## src/rtl/keypad_pkg.sv

```systemverilog
// Shared types, key map and column helpers for the 4x4 keypad row scanner.
// KEY_MAP is indexed {row index, column index}. Column index 0 is the leftmost column.
package keypad_pkg;

  typedef enum logic [1:0] {SCAN, PRESS_DB, PRESSED, REL_DB} scan_state_t;

  localparam logic [0:15][3:0] KEY_MAP = {
    4'h1, 4'h2, 4'h3, 4'hA,
    4'h4, 4'h5, 4'h6, 4'hB,
    4'h7, 4'h8, 4'h9, 4'hC,
    4'hE, 4'h0, 4'hF, 4'hD
  };

  function automatic logic is_one_hot(input logic [3:0] c);
    return (c != 4'b0000) && ((c & (c - 4'd1)) == 4'b0000);
  endfunction

  // Bit 3 of the column bus is the leftmost column (index 0).
  function automatic logic [1:0] col_to_index(input logic [3:0] c);
    logic [1:0] idx;
    case (c)
      4'b1000: idx = 2'd0;
      4'b0100: idx = 2'd1;
      4'b0010: idx = 2'd2;
      4'b0001: idx = 2'd3;
      default: idx = 2'd0;
    endcase
    return idx;
  endfunction

  function automatic logic [3:0] row_onehot(input logic [1:0] r);
    return 4'b0001 << r;
  endfunction

endpackage

```

## src/rtl/keypad_row_scanner_key_decoder.sv

```systemverilog
// Combinational key lookup: row index plus column sample give a hex code.
// key_ok is set only for an exactly one-hot column.
module keypad_key_decoder
  import keypad_pkg::*;
(
  input  logic [1:0] row_idx,
  input  logic [3:0] column,
  output logic [3:0] key_code,
  output logic       key_ok
);

  always_comb begin
    key_ok   = is_one_hot(column);
    key_code = KEY_MAP[{row_idx, col_to_index(column)}];
  end

endmodule

```

## src/rtl/keypad_row_scanner.sv

```systemverilog
// Row-scanning 4x4 keypad controller with press and release debounce.
// It emits a one-cycle key_valid strobe per accepted press and holds key_held until release.
module keypad_row_scanner
  import keypad_pkg::*;
#(
  parameter int SETTLE_CYCLES   = 4,
  parameter int DEBOUNCE_CYCLES = 8,
  parameter int CNT_W           = 8
) (
  input  logic       clk,
  input  logic       reset,
  input  logic [3:0] stabilized_column,
  output logic [3:0] keypad_row,
  output logic [3:0] key_code,
  output logic       key_valid,
  output logic       key_held
);

  localparam logic [CNT_W-1:0] SETTLE_LAST = CNT_W'(SETTLE_CYCLES - 1);
  localparam logic [CNT_W-1:0] DEB_LAST    = CNT_W'(DEBOUNCE_CYCLES - 1);
  localparam logic [CNT_W-1:0] CNT_MAX     = '1;

  scan_state_t      state_reg;
  logic [1:0]       row_idx_reg;
  logic [CNT_W-1:0] cnt_reg;
  logic [3:0]       captured_col_reg;

  logic [3:0]       dec_col;
  logic [3:0]       dec_code;
  logic             dec_ok;
  logic [CNT_W-1:0] cnt_inc;
  logic [1:0]       row_idx_next;

  // While scanning, the decoder judges the live sample. Once a press is captured, it decodes the stored column.
  assign dec_col      = (state_reg == SCAN) ? stabilized_column : captured_col_reg;
  assign cnt_inc      = (cnt_reg == CNT_MAX) ? cnt_reg : cnt_reg + CNT_W'(1);
  assign row_idx_next = row_idx_reg + 2'd1;

  keypad_key_decoder u_decoder (
    .row_idx  (row_idx_reg),
    .column   (dec_col),
    .key_code (dec_code),
    .key_ok   (dec_ok)
  );

  always_ff @(posedge clk or posedge reset) begin
    if (reset) begin
      state_reg        <= SCAN;
      row_idx_reg      <= 2'd0;
      keypad_row       <= 4'b0001;
      cnt_reg          <= '0;
      captured_col_reg <= 4'b0000;
      key_code         <= 4'h0;
      key_valid        <= 1'b0;
      key_held         <= 1'b0;
    end else begin
      key_valid <= 1'b0;
      case (state_reg)
        SCAN: begin
          if (cnt_reg == SETTLE_LAST) begin
            cnt_reg <= '0;
            if (dec_ok) begin
              captured_col_reg <= stabilized_column;
              state_reg        <= PRESS_DB;
            end else begin
              row_idx_reg <= row_idx_next;
              keypad_row  <= row_onehot(row_idx_next);
            end
          end else begin
            cnt_reg <= cnt_inc;
          end
        end

        PRESS_DB: begin
          if (stabilized_column != captured_col_reg) begin
            // Bounce or a moved finger abandons the press and resumes scanning at the next row.
            state_reg   <= SCAN;
            cnt_reg     <= '0;
            row_idx_reg <= row_idx_next;
            keypad_row  <= row_onehot(row_idx_next);
          end else if (cnt_reg == DEB_LAST) begin
            state_reg <= PRESSED;
            cnt_reg   <= '0;
            key_code  <= dec_code;
            key_valid <= 1'b1;
            key_held  <= 1'b1;
          end else begin
            cnt_reg <= cnt_inc;
          end
        end

        PRESSED: begin
          if (stabilized_column == 4'b0000) begin
            state_reg <= REL_DB;
            cnt_reg   <= '0;
          end
        end

        REL_DB: begin
          if (stabilized_column != 4'b0000) begin
            state_reg <= PRESSED;
            cnt_reg   <= '0;
          end else if (cnt_reg == DEB_LAST) begin
            state_reg   <= SCAN;
            cnt_reg     <= '0;
            key_held    <= 1'b0;
            row_idx_reg <= row_idx_next;
            keypad_row  <= row_onehot(row_idx_next);
          end else begin
            cnt_reg <= cnt_inc;
          end
        end

        default: begin
          state_reg <= SCAN;
          cnt_reg   <= '0;
        end
      endcase
    end
  end

endmodule

```

## config.mk

```make
export PLATFORM = sky130hd
export DESIGN_NAME = keypad_row_scanner
export DESIGN_NICKNAME = d
export VERILOG_FILES = /design/src/rtl/keypad_pkg.sv /design/src/rtl/keypad_row_scanner_key_decoder.sv /design/src/rtl/keypad_row_scanner.sv
export SDC_FILE = /design/constraint.sdc
export NUM_CORES = 1
export LEC_CHECK = 0
export ABC_AREA = 1
export CORE_MARGIN = 5
export CORE_UTILIZATION = 50
export DETAILED_ROUTE_END_ITERATION = 7
export PLACE_DENSITY = 0.82
export RECOVER_POWER = 50
export SETUP_SLACK_MARGIN = 0.15
export SYNTH_ARGS = -nofsm -noshare
export SYNTH_HDL_FRONTEND = slang
export SYNTH_SLANG_ARGS = --single-unit
```

## constraint.sdc

```tcl
create_clock -name clk -period 1.98 [get_ports clk]
set_clock_uncertainty 0.15 [all_clocks]
set_input_delay 0.396 -clock clk [delete_from_list [all_inputs] [get_ports clk]]
set_output_delay 0.396 -clock clk [all_outputs]
set_load 0.05 [all_outputs]
```

==> impl_metrics.csv, run 1 <==
group,metric,value,unit
outcome,outcome,"finished, violations left",
outcome,violations,"setup timing",
detailed_routing,routedWlPerCell,15.1,um
timing,setup-tns-final,-1.02,ns
setup_path,reg2reg_depth,13,
setup_path,timing.rr.start,"state_reg[1]",
floorplan,die_height,70.7,um
setup_path,critPathKind,"flop to flop",
setup_path,start_kind,"flop",
floorplan,start_util,0.511,
power_and_ir_drop,power_density,1260,nW/um^2
setup_path,path_max_fanout,7,
layout,antenna_cells,0,
detailed_routing,drt_iter0_drc,148,
worst_hold_path,whs_path_depth,2,
global_routing,grt.overflow.total,0,
placed_design,numPortBuffers,15,
detailed_routing,wirelength,5.63,mm
global_routing,grt_max_degree,19,
floorplan,fp.coreArea,3610,um^2
power_and_ir_drop,switchingPower,1.63,mW
power_and_ir_drop,clkPwrFrac,0.135,
synth,ys.warnings.count,0,
floorplan,pin_count,16,
global_routing,gr-usage-all-layers,0.198,
power_and_ir_drop,leakagePower,1.38,nW
layout,areaGrowthSynthToFinish,45.8,%
timing,hold_viol,0,
power_and_ir_drop,total_power,3.39,mW
synth,ys_ff_latch,26,
global_routing,grt_antenna_before_repair,0,
timing,post-route-period-util,1.07,
power_and_ir_drop,seqPwrFrac,0.266,
timing,setup_violations,12,
clocking,cts.path.max_buffers,2,
placed_design,dp_slack,-0.325,ns
setup_path,cp.arrival,2.17,ns
clocking,cts_tree,"built",
clocking,cts_root_buffer,"clkbuf_8",
timing,fin_crit,2.12,ns
detailed_routing,drt_first_pass_iters,5,
worst_hold_path,min_from,"keypad_row[2]",
worst_hold_path,min_to,"keypad_row[2]",
timing,maxSlewHeadroom,0.705,
clocking,insertion_delay,0.28,ns
timing,worstMarginPinSlew,0.442,ns
layout,drive_above_1_share,0.358,
timing,drv_slew,0,
synth,netlist_area,1840,um^2
clocking,cts_hold_buffers,0,
setup_path,r2r-end,"keypad_row[0]",
clocking,h-tree-depth,1,
global_routing,grt_first_pass_wirelength,8.29,mm
clocking,cts.clk_slew.worst_paths,0.10,ns
worst_hold_path,hold_class,"flop to flop",
detailed_routing,ant_nets,0,
synth,syn_area_per_cell,6.98,um^2
synth,synth_nets,280,
timing,holdWs,0.333,ns
detailed_routing,num_vias,2040,
floorplan,die_area,5000,um^2
synth,synthDistinctLibCells,28,
clocking,cts_sinks,26,
detailed_routing,vias_per_cell,5.48,
timing,rsz0062_at_grt,"yes",
placed_design,place.gp.congestion,0.826,
timing,postLayoutSetupSlackWorst,-0.135,ns
setup_path,end_kind,"flop",
floorplan,rows,22,
power_and_ir_drop,ir_drop,0.682,mV
layout,nets,341,
synth,syn_inst,264,
setup_path,reg2reg_slack,-0.14,ns
global_routing,first_global_vias,2019,
power_and_ir_drop,swShare,0.481,
setup_path,required,2.03,ns
power_and_ir_drop,comb_power_share,0.598,
floorplan,die-width,70.7,um
timing,fmax,473,MHz
layout,largest_register_ffs,8,
job,cap_violations,0,
synth,seq_area_frac_synth,0.354,
clocking,cts_buffers,3,
layout,layout_common_cells,"nand2_1 (77), buf_4 (45), inv_1 (28), dfrtp_1 (24), nor2_1 (20)",
layout,fill_cells,238,
detailed_routing,drc_errors,0,
power_and_ir_drop,p_int,1.76,mW
placed_design,dp.final_hpwl,3.36,mm
layout,layout_commonest_cell,"nand2_1",
-- area by class of cell --
cell class	instances	area [um^2]	share of cell area
clock inverters	1	30.0	0.0112
multi-input cells	204	1310	0.487
clock buffers	3	41.3	0.0154
inverters	32	123	0.0456
well taps	48	60.1	0.0223
flip-flops and latches	26	653	0.243
repair buffers	58	470	0.175
-- power by group through the flow --
stage / clock (mW) / combinational, mW / sequential, mW
floorplan: 0 / 0.985 / 0.958
global placement: 0 / 1.48 / 0.879
detailed placement: 0 / 1.52 / 0.884
CTS: 0.458 / 1.71 / 0.875
global route: 0.479 / 2.22 / 0.919
finish: 0.458 / 2.03 / 0.903
-- through the flow --
stage / cell area, um^2 / util / std cells
after floorplan: 1860 / - / 264
after global placement: 2260 / 0.628 / 355
after detailed placement: 2260 / 0.628 / 355
after CTS: 2510 / 0.697 / 370
after global routing: 2690 / 0.745 / 372
final: 2690 / 0.745 / 372
-- worst max-delay path, cell delays in order, from the launching register on --
cell and delay [ns]:
dfrtp_2 0.46, nor2_4 0.19, buf_6 0.17, nand2_4 0.06, o21ai_4 0.08, buf_4 0.14, nand2_2 0.08, buf_6 0.14
nand3_4 0.11, nand2_8 0.09, nand2_8 0.10, nand2_4 0.07, nand2_1 0.10, nand2_1 0.08
-- cell families (layout without fill, tap and decap cells) --
| logic type | after synthesis | after routing | share of synthesized area |
|---|---|---|---|
| flops | 26 | 26 | 0.354 |
| simple gates | 170 | 170 | 0.420 |
| compound gates | 20 | 20 | 0.0638 |
| fa+ha+maj | 10 | 10 | 0.0679 |
| xor+xnor | 4 | 4 | 0.0190 |
| buf+inv | 34 | 94 | 0.0754 |
-- metal layers --
layer | wire length, um | up-vias | share of wire | track usage
met3 | 322 | 25 | 0.057 | 0.0313
met4 | 217 | 0 | 0.039 | 0.0752
li1 | - | 964 | - | -
met1 | 2090 | 967 | 0.37 | 0.224
met2 | 2990 | 84 | 0.53 | 0.369
met5 | 0 | - | 0 | 0
-- repair_timing --
item                                    CTS  global route
resized for setup                        29            45
endpoints found under the setup margin   22            23
pin swaps                                16            16
gates cloned                              1             0
setup buffers                            10             2
-- Yosys cell counts --
| cell | number | area, um^2 |
|---|---|---|
| nand2_1 | 93 | 349 |
| inv_1 | 32 | 120 |
| dfrtp_1 | 25 | 626 |
| nor2_1 | 25 | 93.8 |
| nand3_1 | 23 | 115 |
| o21ai_0 | 11 | 55.1 |
| ha_1 | 10 | 125 |
| nand4_1 | 8 | 50.1 |
| nand2_2 | 4 | 25.0 |
| xor2_1 | 4 | 35.0 |
| nand2_4 | 3 | 33.8 |
| nand3_2 | 3 | 30.0 |
| nor3_1 | 3 | 15.0 |
| a21oi_1 | 2 | 10.0 |
| nor2_2 | 2 | 12.5 |
| o21ai_2 | 2 | 17.5 |
| o31ai_1 | 2 | 15.0 |
| or2_2 | 2 | 12.5 |
| a21oi_2 | 1 | 8.76 |
| a31oi_1 | 1 | 6.26 |
| buf_4 | 1 | 7.51 |
| buf_6 | 1 | 11.3 |
| dfstp_2 | 1 | 26.3 |
| nand3b_1 | 1 | 7.51 |
| nand4_2 | 1 | 12.5 |
| nor2_4 | 1 | 11.3 |
| nor4_1 | 1 | 6.26 |
| o21ai_1 | 1 | 5.00 |
-- how the worst max path moves through the flow --
stage                               end  slack, ns  cells past startpoint                 start
final                     keypad_row[0]      -0.14                     13          state_reg[1]
after global routing      keypad_row[0]      -0.19                     13          state_reg[1]
after CTS                   key_code[2]      -0.05                     12          state_reg[0]
after detailed placement    key_code[2]      -0.33                     12  stabilized_column[2]
after global placement      key_code[2]      -0.26                     12  stabilized_column[2]
after floorplan             key_code[2]       0.06                     12          state_reg[1]
Power figures use the tool's default switching activity.
==> run 2: changes to the inputs <==
--- a/config.mk
+++ b/config.mk
@@ -7,9 +7,9 @@
 export LEC_CHECK = 0
 export ABC_AREA = 1
 export CORE_MARGIN = 5
-export CORE_UTILIZATION = 50
+export CORE_UTILIZATION = 42
 export DETAILED_ROUTE_END_ITERATION = 7
-export PLACE_DENSITY = 0.82
+export PLACE_DENSITY = 0.72
 export RECOVER_POWER = 50
 export SETUP_SLACK_MARGIN = 0.15
 export SYNTH_ARGS = -nofsm -noshare
==> impl_metrics.csv, run 2 (synthesis results as in run 1) <==
group,metric,value,unit
timing,post-route-period-util,1.03,
floorplan,start_util,0.429,
layout,final_core_util,0.617,
layout,antenna_cells,0,
timing,hold_viol,0,
detailed_routing,drc_errors,0,
timing,fmax,491,MHz
setup_path,path_buf_inv,2,
clocking,h-tree-depth,1,
detailed_routing,num_vias,1827,
clocking,cts_sinks,26,
floorplan,fp.coreArea,4290,um^2
layout,layout_common_cells,"nand2_1 (78), buf_4 (40), inv_1 (29), dfrtp_1 (24), nand3_1 (18)",
power_and_ir_drop,power_density,1250,nW/um^2
layout,fill_cells,362,
floorplan,die_area,5810,um^2
timing,setup-tns-final,-0.170,ns
placed_design,dpl.cell_count,358,
setup_path,cpPeakStageDelay,0.43,ns
setup_path,start_kind,"flop",
timing,drv_slew,0,
layout,drive_above_1_share,0.349,
detailed_routing,drt_first_pass_iters,4,
detailed_routing,wirelength,4.71,mm
setup_path,critPathMostFrequentCell,"nand2_2",
timing,maxSlewHeadroom,0.567,
timing,holdWs,0.327,ns
clocking,insertion_delay,0.27,ns
layout,largest_register_ffs,8,
layout,multi_input_area,1280,um^2
placed_design,dp.final_hpwl,3.24,mm
worst_hold_path,min_to,"keypad_row[0]",
placed_design,dp_slack,-0.311,ns
worst_hold_path,hold_class,"flop to flop",
layout,layout_commonest_cell,"nand2_1",
floorplan,rows,24,
layout,areaGrowthSynthToFinish,43.9,%
placed_design,place_area,2260,um^2
setup_path,critical_path.slowest_cell,"dfrtp_1",
setup_path,crit_chain,"nor2_4, buf_12, nand2_1, nand2_2, nand2_4, nand3_4, inv_4, ha_4, or2_4, nand2_2, o21ai_2, o21ai_1",
layout,fin_area,2650,um^2
worst_hold_path,min_from,"keypad_row[0]",
layout,nets,335,
setup_path,reg2reg_depth,12,
detailed_routing,vias_per_cell,4.94,
power_and_ir_drop,total_power,3.32,mW
floorplan,die_height,76.2,um
layout,final_cells,370,
layout,regArea,653,um^2
clocking,cts_root_buffer,"clkbuf_8",
setup_path,timing.rr.start,"state_reg[1]",
setup_path,required,2.03,ns
floorplan,die-width,76.2,um
placed_design,numPortBuffers,15,
clocking,cts.path.max_buffers,2,
setup_path,r2r-end,"key_code[3]",
setup_path,cp.arrival,2.08,ns
timing,worstMarginPinSlew,0.650,ns
global_routing,grt_antenna_before_repair,0,
placed_design,place.gp.congestion,0.844,
power_and_ir_drop,leakagePower,1.35,nW
global_routing,first_global_vias,1668,
global_routing,grt_first_pass_wirelength,7.30,mm
setup_path,critPathKind,"flop to flop",
timing,rsz0062_at_grt,"yes",
clocking,cts.clk_slew.worst_paths,0.10,ns
outcome,violations,"setup timing",
job,cap_violations,0,
timing,setup_violations,8,
timing,postLayoutSetupSlackWorst,-0.0561,ns
worst_hold_path,whs_path_depth,2,
power_and_ir_drop,ir_drop,0.618,mV
detailed_routing,drt_iter0_drc,80,
clocking,cts_buffers,3,
global_routing,grt.overflow.total,0,
floorplan,pin_count,16,
setup_path,path_max_fanout,5,
global_routing,grt_max_degree,27,
setup_path,end_kind,"flop",
detailed_routing,routedWlPerCell,12.7,um
global_routing,gr-usage-all-layers,0.148,
setup_path,reg2reg_slack,-0.06,ns
setup_path,cpLargestDelayFamily,"simple AND/OR/NAND/NOR gates",
timing,fin_crit,2.04,ns
clocking,cts_tree,"built",
detailed_routing,ant_nets,0,
outcome,outcome,"finished, violations left",
[run 2: cell types whose count changed in the layout (fill, tap and decap cells not counted), moves of 2 or more]
cell / change
nor2_2: +5
inv_2: -2
nand2_2: +5
nor2_4: -2
nand2_4: -7
o21ai_1: -2
o21ai_0: +2
buf_6: -4
nor2_1: -3
buf_4: -5
[run 2: final cells by class]
class,instances,share of cell area
clock buffers,3,0.0156
clock inverters,1,0.0113
inverters,32,0.0472
multi-input cells,204,0.485
flip-flops and latches,26,0.246
well taps,52,0.0245
repair buffers,52,0.170
[run 2: repair_timing]
action,CTS,global route
setup buffers,3,4
hold buffers,0,0
resized for setup,15,50
gates cloned,0,1
endpoints found under the setup margin,22,20
pin swaps,7,20
[run 2: routing by layer]
layer | GRT usage | vias up | routed length (um)
met5 | 0 | - | 0
met2 | 0.257 | 21 | 2500
met4 | 0.0420 | 0 | 40
met3 | 0.0106 | 2 | 95
met1 | 0.197 | 852 | 2070
li1 | - | 952 | -
[run 2: report_power, final]
group | leakage, nW | internal, mW | switching, mW
clock | 0.0357 | 0.270 | 0.168
sequential | 0.328 | 0.703 | 0.191
combinational | 0.989 | 0.793 | 1.19
[run 2: worst max-delay path by stage]
stage,from,end,cells past startpoint
2_1_floorplan,state_reg[1],key_code[2],12
3_3_place_gp,stabilized_column[1],key_code[2],11
3_5_place_dp,stabilized_column[2],key_code[3],12
4_1_cts,state_reg[0],key_code[3],12
5_1_grt,state_reg[1],key_code[1],12
6_report,state_reg[1],key_code[3],12
[run 2: tightest hold or removal path: stages, from the launching register on]
cell and delay, ns:
dfstp_2 0.38, nand2_1 0.06, nand2_1 0.04
